## config.mk

```make
export PLATFORM = sky130hd
export DESIGN_NAME = classify_ctrl
export DESIGN_NICKNAME = d
export VERILOG_FILES = /design/src/rtl/nn_pkg.sv /design/src/rtl/argmax_acc.sv /design/src/rtl/classify_ctrl.sv
export SDC_FILE = /design/constraint.sdc
export NUM_CORES = 1
export LEC_CHECK = 0
export BUFFER_PORTS_ARGS = -buffer_cell sky130_fd_sc_hd__buf_4
export CORE_MARGIN = 2
export CORE_UTILIZATION = 45
export CTS_CLUSTER_SIZE = 14
export DETAILED_ROUTE_END_ITERATION = 6
export HOLD_SLACK_MARGIN = 0.15
export PLACE_DENSITY = 0.71
export SYNTH_ARGS = -nofsm -noshare
export SYNTH_HDL_FRONTEND = slang
export SYNTH_SLANG_ARGS = --single-unit
```

## constraint.sdc

```tcl
create_clock -name Clk -period 2.8 [get_ports Clk]
set_input_delay 0.56 -clock Clk [delete_from_list [all_inputs] [get_ports Clk]]
set_output_delay 0.56 -clock Clk [all_outputs]
set_load 0.01 [all_outputs]
```

## src/rtl/nn_pkg.sv

```systemverilog
// Shared constants and types for the forward-propagation run controller.
// Latency: n/a (declarations only).
// Backpressure: n/a.
package nn_pkg;
  localparam int DATA_W = 16;
  localparam int N_OUT  = 10;

  // Digit reported when the sequencer never signalled done.
  localparam logic [3:0] ERR_DIGIT = 4'hF;

  typedef enum logic [2:0] {
    IDLE,
    REQ,
    SCAN,
    RELEASE,
    HOLD
  } classify_state_t;
endpackage

```

## src/rtl/argmax_acc.sv

```systemverilog
// Running signed maximum and its index over a serial stream of values.
// Latency: result registered one cycle after the En cycle.
// Backpressure: none; every En cycle is consumed.
// Ports: Clk/Reset (sync, active-high); Clear restarts the search;
//        En/Idx/Val present one candidate; MaxIdx/MaxVal hold the best so far.
module argmax_acc #(
  parameter int DATA_W = nn_pkg::DATA_W
) (
  input  logic              Clk,
  input  logic              Reset,
  input  logic              Clear,
  input  logic              En,
  input  logic [3:0]        Idx,
  input  logic [DATA_W-1:0] Val,
  output logic [3:0]        MaxIdx,
  output logic [DATA_W-1:0] MaxVal
);
  // Set after the first candidate so that it loads unconditionally.
  logic loaded;

  always_ff @(posedge Clk) begin
    if (Reset || Clear) begin
      loaded <= 1'b0;
      MaxIdx <= '0;
      MaxVal <= '0;
    end else if (En && (!loaded || ($signed(Val) > $signed(MaxVal)))) begin
      // Strictly greater only: ties keep the earlier (lower) index.
      loaded <= 1'b1;
      MaxIdx <= Idx;
      MaxVal <= Val;
    end
  end
endmodule

```

## src/rtl/classify_ctrl.sv

```systemverilog
// Host run controller: holds Compute until R, scans N_OUT outputs for argmax, reports digit/score.
// Latency: Valid N_OUT+4 cycles after R sampled high (plus R fall delay); timeout after TIMEOUT+3 cycles.
// Backpressure: result held in HOLD until Ack; Start ignored outside IDLE (not queued).
// Ports: Clk/Reset (sync, active-high); Start/Ack host handshake; R sequencer done;
//        OutVal/OutSel serial read of output neurons; Compute sequencer level;
//        Busy/Valid/Digit/Score/Err result to host.
module classify_ctrl #(
  parameter int DATA_W  = nn_pkg::DATA_W,
  parameter int N_OUT   = nn_pkg::N_OUT,
  parameter int TIMEOUT = 2047
) (
  input  logic              Clk,
  input  logic              Reset,
  input  logic              Start,
  input  logic              Ack,
  input  logic              R,
  input  logic [DATA_W-1:0] OutVal,
  output logic              Compute,
  output logic [3:0]        OutSel,
  output logic              Busy,
  output logic              Valid,
  output logic [3:0]        Digit,
  output logic [DATA_W-1:0] Score,
  output logic              Err
);
  import nn_pkg::*;

  localparam logic [10:0] TO_LIM    = 11'(TIMEOUT);
  localparam logic [3:0]  SCAN_LAST = 4'(N_OUT);

  classify_state_t state, state_nxt;

  logic [10:0]       to_cnt;
  logic [3:0]        scan_cnt;
  logic              err_q;
  logic              timed_out;
  logic              acc_clr;
  logic              acc_en;
  logic [3:0]        acc_idx;
  logic [3:0]        max_idx;
  logic [DATA_W-1:0] max_val;

  always_ff @(posedge Clk) begin
    if (Reset) begin
      state    <= IDLE;
      to_cnt   <= '0;
      scan_cnt <= '0;
      err_q    <= 1'b0;
      Digit    <= '0;
      Score    <= '0;
    end else begin
      state <= state_nxt;

      // Saturating wait counter; only runs while requesting.
      if (state == REQ) begin
        if (to_cnt != '1) to_cnt <= to_cnt + 11'd1;
      end else begin
        to_cnt <= '0;
      end

      if (state == SCAN) scan_cnt <= scan_cnt + 4'd1;
      else               scan_cnt <= '0;

      if (timed_out)          err_q <= 1'b1;
      else if (state == IDLE) err_q <= 1'b0;

      // Result registers move only when the result is published or retired.
      if (state == RELEASE && state_nxt == HOLD) begin
        Digit <= err_q ? ERR_DIGIT : max_idx;
        Score <= err_q ? '0 : max_val;
      end else if (state == HOLD && state_nxt == IDLE) begin
        Digit <= '0;
        Score <= '0;
      end
    end
  end

  always_comb begin
    state_nxt = state;
    timed_out = 1'b0;
    Compute   = 1'b0;
    Busy      = 1'b1;
    Valid     = 1'b0;
    Err       = 1'b0;
    OutSel    = '0;
    acc_clr   = 1'b0;
    acc_en    = 1'b0;
    acc_idx   = scan_cnt - 4'd1;

    case (state)
      IDLE: begin
        Busy    = 1'b0;
        acc_clr = 1'b1;
        if (Start) state_nxt = REQ;
      end
      REQ: begin
        Compute = 1'b1;
        if (R) begin
          state_nxt = SCAN;
        end else if (to_cnt == TO_LIM) begin
          state_nxt = RELEASE;
          timed_out = 1'b1;
        end
      end
      SCAN: begin
        // Compute stays high so the sequencer keeps its outputs. Reads are
        // issued on counts 0..N_OUT-1; the value returns one cycle later, so
        // the compare for index k happens on count k+1. R is not watched here.
        Compute = 1'b1;
        if (scan_cnt < SCAN_LAST) OutSel = scan_cnt;
        acc_en = (scan_cnt != 4'd0);
        if (scan_cnt == SCAN_LAST) state_nxt = RELEASE;
      end
      RELEASE: begin
        if (!R) state_nxt = HOLD;
      end
      HOLD: begin
        Valid = 1'b1;
        Err   = err_q;
        if (Ack) state_nxt = IDLE;
      end
      default: begin
        state_nxt = IDLE;
      end
    endcase
  end

  argmax_acc #(
    .DATA_W(DATA_W)
  ) u_argmax (
    .Clk    (Clk),
    .Reset  (Reset),
    .Clear  (acc_clr),
    .En     (acc_en),
    .Idx    (acc_idx),
    .Val    (OutVal),
    .MaxIdx (max_idx),
    .MaxVal (max_val)
  );
endmodule

```

# Yosys cells after proc, flatten, opt, wreduce, memory -nomap -nowiden
# Index checks and enable logic that the tools add are counted.
[word_totals]
register_bits = 60
latch_bits = 0
mem_bits_rw = 0
rom_bits = 0
in_bits = 21
output_inout_bits = 28
wordCells = 64
mem_count = 0
[op_classes]
n_addsub = 3
n_mul = 0
n_div = 0
magnitude_cmp = 2
eq_ne = 8
shift = 0
muxes = 26
bitwise = 2
reduce_logical = 14
[ops]
columns = ["op", "count"]
rows = [
  ["16-bit 2-to-1 mux", 3],
  ["4-bit 2-to-1 mux", 5],
  ["3-bit 2-to-1 mux", 6],
  ["16-bit > comparator", 1],
  ["3-bit case mux with 5 select lines", 1],
  ["11-bit by 1-bit adder with 11-bit output (second input constant)", 1],
  ["11-bit == test (second input constant)", 1],
  ["1-bit 2-to-1 mux", 11],
  ["11-bit inequality test (second input constant)", 1],
  ["3-bit by 2-bit == test with 1-bit output (second input constant)", 2],
  ["3-bit == test (second input constant)", 2],
  ["3-bit zero test", 2],
  ["2-bit OR reduction", 3],
  ["4-bit by 1-bit adder with 4-bit output (second input constant)", 1],
  ["4-bit == test (second input constant)", 1],
  ["4-bit less-than comparator (second input constant)", 1],
  ["2-bit nonzero test", 2],
  ["4-bit nonzero test", 1],
  ["4-bit by 1-bit subtractor with 4-bit output (second input constant)", 1],
  ["3-bit by 1-bit == test with 1-bit output (second input constant)", 1],
  ["1-bit logical AND", 3],
  ["1-bit logical OR", 2],
  ["1-bit inverter", 2],
  ["1-bit zero test", 1],
]

# Logic depth before layout (Yosys ltp)
[depth]
word_depth = 8
depth_mapped = 10
ltp_nobuf = 8

# Cells and area by module
# From an unflattened synthesis, not the netlist that was laid out.
[unflattened]
hier_cells = 347
area_unflattened_um2 = 3203.1
[modules_own_cells]
columns = ["module", "instances", "cells_per_inst", "area_per_inst_um2", "seq_area_each_um2"]
rows = [
  ["classify_ctrl", 1, 188, 1665.3, 780.7],
  ["argmax_acc", 1, 159, 1537.7, 420.4],
]

# Least setup slack after synthesis
# OpenSTA, ideal clock, no wires.
[synth_path]
path_type = "in2reg"
startpoint = "in OutVal[15]"
endpoint = "reg u_argmax.MaxVal[10]"
setup_ns = 0.134
arrival_ns = 2.264
required_time_ns = 2.666
path_slack_ns = 0.402
cell_stages = 9
path_buffers = 2
path_cell_list = "ha_1 nand4_4 nor4_4 nand3_1 and4_1 clkbuf_2 buf_6 o311ai_0 o31ai_1"
[synth_via]
elab_chain_cells = 3
[synth_lines]
columns = ["element", "line_no", "source"]
rows = [
  ["start: declaration", "classify_ctrl.sv:17", "input logic [DATA_W-1:0] OutVal,"],
  ["16-bit > comparator", "argmax_acc.sv:26", "end else if (En && (!loaded || ($signed(Val) > $signed(MaxVal)))) begin"],
  ["1-bit logical OR", "argmax_acc.sv:26", ""],
  ["1-bit logical AND", "argmax_acc.sv:26", ""],
  ["end signal: assignment", "argmax_acc.sv:30", "MaxVal <= Val;"],
  ["end: declaration", "argmax_acc.sv:16", "output logic [DATA_W-1:0] MaxVal"],
]
# Every way passes these cells.
# A chain may end at the register's enable or synchronous reset.

# Worst setup path in the final report
[layout_path]
startpoint = "reg u_argmax.MaxVal[15]"
endpoint = "reg u_argmax.MaxVal[3]"
[layout_via]
elab_chain_cells = 3
[layout_lines]
columns = ["element", "line_no"]
rows = [
  ["16-bit > comparator", "argmax_acc.sv:26"],
  ["1-bit logical OR", "argmax_acc.sv:26"],
  ["1-bit logical AND", "argmax_acc.sv:26"],
]
# Every way passes these cells.

==> results_dict.tcl <==
set metrics [dict create \
    root_buffer "clkbuf_8" \
    startpoint_type "register" \
    drt-pass1-iter-count 4 \
    critical_path.cell_chain "inv_1 > ha_1 > nand4_4 > nor4_4 > a311o_1 > a21oi_1 > buf_4 > o311ai_0 > o31ai_1" \
    r2r_slack_ns 0.33 \
    whs_ns 0.449 \
    grt.total_usage 0.198 \
    slowest_stage "o311ai_0" \
    period_minus_slack_ns 2.47 \
    vias 2550 \
    rows 29 \
    fmax_mhz 406 \
    max-clock-path-buffers 2 \
    core-area_mm2 0.00639 \
    crit_path_max_fanout 19 \
    gp_congestion 0.804 \
    ctsHoldBuffers 0 \
    dpl.hpwl_um 4780 \
    cts_tree "yes" \
    synth_cells 325 \
    cpPeakStageDelay_ns 0.47 \
    hold_depth 2 \
    ir_drop_mv 0.357 \
    h-tree-depth 3 \
    min_from "R" \
    maxSlewHeadroom 0.240 \
    syn_nets 366 \
    grt_max_degree 28 \
    p_leak_uw 0.00136 \
    drt_iter0_drc 94 \
    io_pins 49 \
    ys_types 46 \
    criticalPathCategory "reg2reg" \
    cp.arrival_ns 2.67 \
    r2r_start "u_argmax.MaxVal[15]$_SDFFE_PP0P_" \
    clock_sinks 60 \
    cp-end-kind "register" \
    hold_viol_final 0 \
    wl_um 6820 \
    yosys_warnings 0 \
    status "complete, no violations" \
    hold_path_class "in2reg" \
    place_ws_ns 0.133 \
    gr-total-overflow 0 \
    drive_above_1_share 0.222 \
    clk_pin_slew_ns 0.07 \
    required_ns 3.00 \
    chipHeight_um 85.3 \
    period_share 0.881 \
    grt_pass1_wl_um 11500 \
    setup_violations 0 \
    finalSetupTns_ns 0 \
    hold_end "err_q$_SDFFE_PP0P_" \
    fin_total_pwr_uw 1830 \
    synth.avg_cell_area_um2 9.15 \
    clk_latency_ns 0.33 \
    multi_input_area_mm2 0.00154 \
    initial_core_util 0.466 \
    numPortBuffers 48 \
    antenna_found_initial 0 \
    viasPerCell 5.70 \
    die_w_um 85.3 \
    detail-route-antenna-nets 0 \
    worst_slack_ns 0.334 \
    worst_r2r_path_depth 9 \
    nets 406 \
    async_flop_share 0 \
    netlist_area_mm2 0.00298 \
    synth_seq_cells 60 \
    tightest_slew_ns 1.14 \
    fillers 602 \
    drv_cap 0 \
    synth_top_flop_cell "dfxtp_1" \
    powerDensity_mw_per_mm2 514 \
    wl_per_cell_um 15.3 \
    area_delta_synth_final_pct 19.4 \
    drc 0 \
    grt_pass1_vias 2365 \
    rr_endpoint "u_argmax.MaxVal[3]$_SDFFE_PP0P_" \
    dieArea_mm2 0.00728 \
    rsz0062_at_grt "no" \
    cts_buffers 9 \
    regArea_mm2 0.00120 \
    slew_violations 0 \
    synth_edf_count 0 \
    n_antenna_cell 0 \
    skew_ns 0.00365 \
    postCtsSetupBuffers 0 \
    yosysSeqAreaShare 0.404 \
    post_cts_resized 0 \
]
-- how the worst max path moves through the flow --
stage	from	end
global route	u_argmax.MaxVal[15]$_SDFFE_PP0P_	u_argmax.MaxVal[3]$_SDFFE_PP0P_
floorplan	OutVal[15]	u_argmax.MaxVal[10]$_SDFFE_PP0P_
detailed placement	OutVal[15]	u_argmax.MaxVal[3]$_SDFFE_PP0P_
global placement	OutVal[15]	u_argmax.MaxIdx[0]$_SDFFE_PP0P_
CTS	u_argmax.MaxVal[15]$_SDFFE_PP0P_	u_argmax.MaxVal[3]$_SDFFE_PP0P_
finish	u_argmax.MaxVal[15]$_SDFFE_PP0P_	u_argmax.MaxVal[3]$_SDFFE_PP0P_
-- state kept, by name, indices dropped and copies added, names as in the netlist --
signal and flops:
u_argmax.MaxIdx 4, u_argmax.MaxVal 16, err_q 1, Digit 4
Score 16, scan_cnt 4, u_argmax.loaded 1, to_cnt 11
state 3
-- layout by cell type, fill, tap and decap left out, drive strengths merged, types with 4 or more instances in the layout --
master and instances:
inv 26, dfxtp 60, a31oi 5, a22oi 16
nand2 16, a211oi 7, o31ai 16, clkbuf 11
nor2 33, ha 20, xor2 5, o311ai 15
nand3 5, nand4 5, xnor2 7, nor4 6
nor3 4, o21ai 7, a21oi 15, buf 55
-- cell usage after synthesis (2+ instances only) --
cell       n  share of area
nand2_1   16          0.020
nand4b_1   2         0.0059
xor2_1     5          0.015
nor2b_1    2         0.0042
a31oi_1    5          0.011
nor3_1     4         0.0067
nand3_1    5         0.0084
a22oi_1   16          0.040
clkbuf_1  17          0.021
o31ai_1   16          0.040
xnor2_1    7          0.021
dfxtp_1   60           0.40
buf_6      4          0.015
and2_1     2         0.0042
a21o_1     2         0.0050
inv_1     25          0.032
or3_1      2         0.0042
nand4_1    4         0.0084
nor2_1    33          0.042
nand2b_1   3         0.0063
nor4_1     5          0.011
mux2i_1    2         0.0067
ha_1      20          0.084
a21oi_1   15          0.025
a211oi_1   3         0.0076
o21ai_0    6          0.010
a211oi_2   4          0.017
nor3b_1    2         0.0050
and3_1     3         0.0063
and4_1     3         0.0088
buf_4      3         0.0076
o311ai_0  15          0.044
-- critical path, delay by kind of cell (launching register included) --
family,cells,cell delay (ns)
AO/OA/AOI/OAI,4,0.86
flip-flops,1,0.33
buffers and inverters,2,0.28
adder cells (fa/ha/maj),1,0.36
AND/OR/NAND/NOR,2,0.49
-- through the flow --
stage                     instances  cell area, um^2   util
after detailed placement        431             3340  0.524
after floorplan                 325             2980      -
after CTS                       447             3550  0.556
after global routing            447             3550  0.556
final                           447             3550  0.556
after global placement          431             3340  0.524
-- final cells by class --
| class | count | share of cell area |
|---|---|---|
| clock inverter | 5 | 0.0165 |
| inverter | 25 | 0.0264 |
| timing repair buffer | 55 | 0.116 |
| sequential | 60 | 0.338 |
| multi-input combinational | 214 | 0.433 |
| tap | 77 | 0.0271 |
| clock buffer | 11 | 0.0426 |
-- layer usage --
layer / track usage / wire length (um)
met1: 0.257 / 3180
met2: 0.323 / 3250
met3: 0.0477 / 240
met4: 0.0693 / 147
met5: 0 / 0
-- cells by family (layout without fill, tap and decap cells) --
logic type,count (synthesis),count (layout),synth area share
AOI/OAI and AO/OA,87,87,0.215
xor gates and xnor gates,12,12,0.0353
adders and majority gates,20,20,0.0841
buffers and inverters,51,96,0.0791
DFF,60,60,0.404
muxes,2,2,0.00673
and+or+nand+nor,93,93,0.176
-- report_power, final --
part	internal, uW	switching [uW]	leakage (uW)
Clock	461	351	0.000102
Combinational	61.9	84.1	0.000770
Sequential	859	10.6	0.000484
Total	1380	445	0.00136
Note: power is estimated with default switching activity, not from simulation.
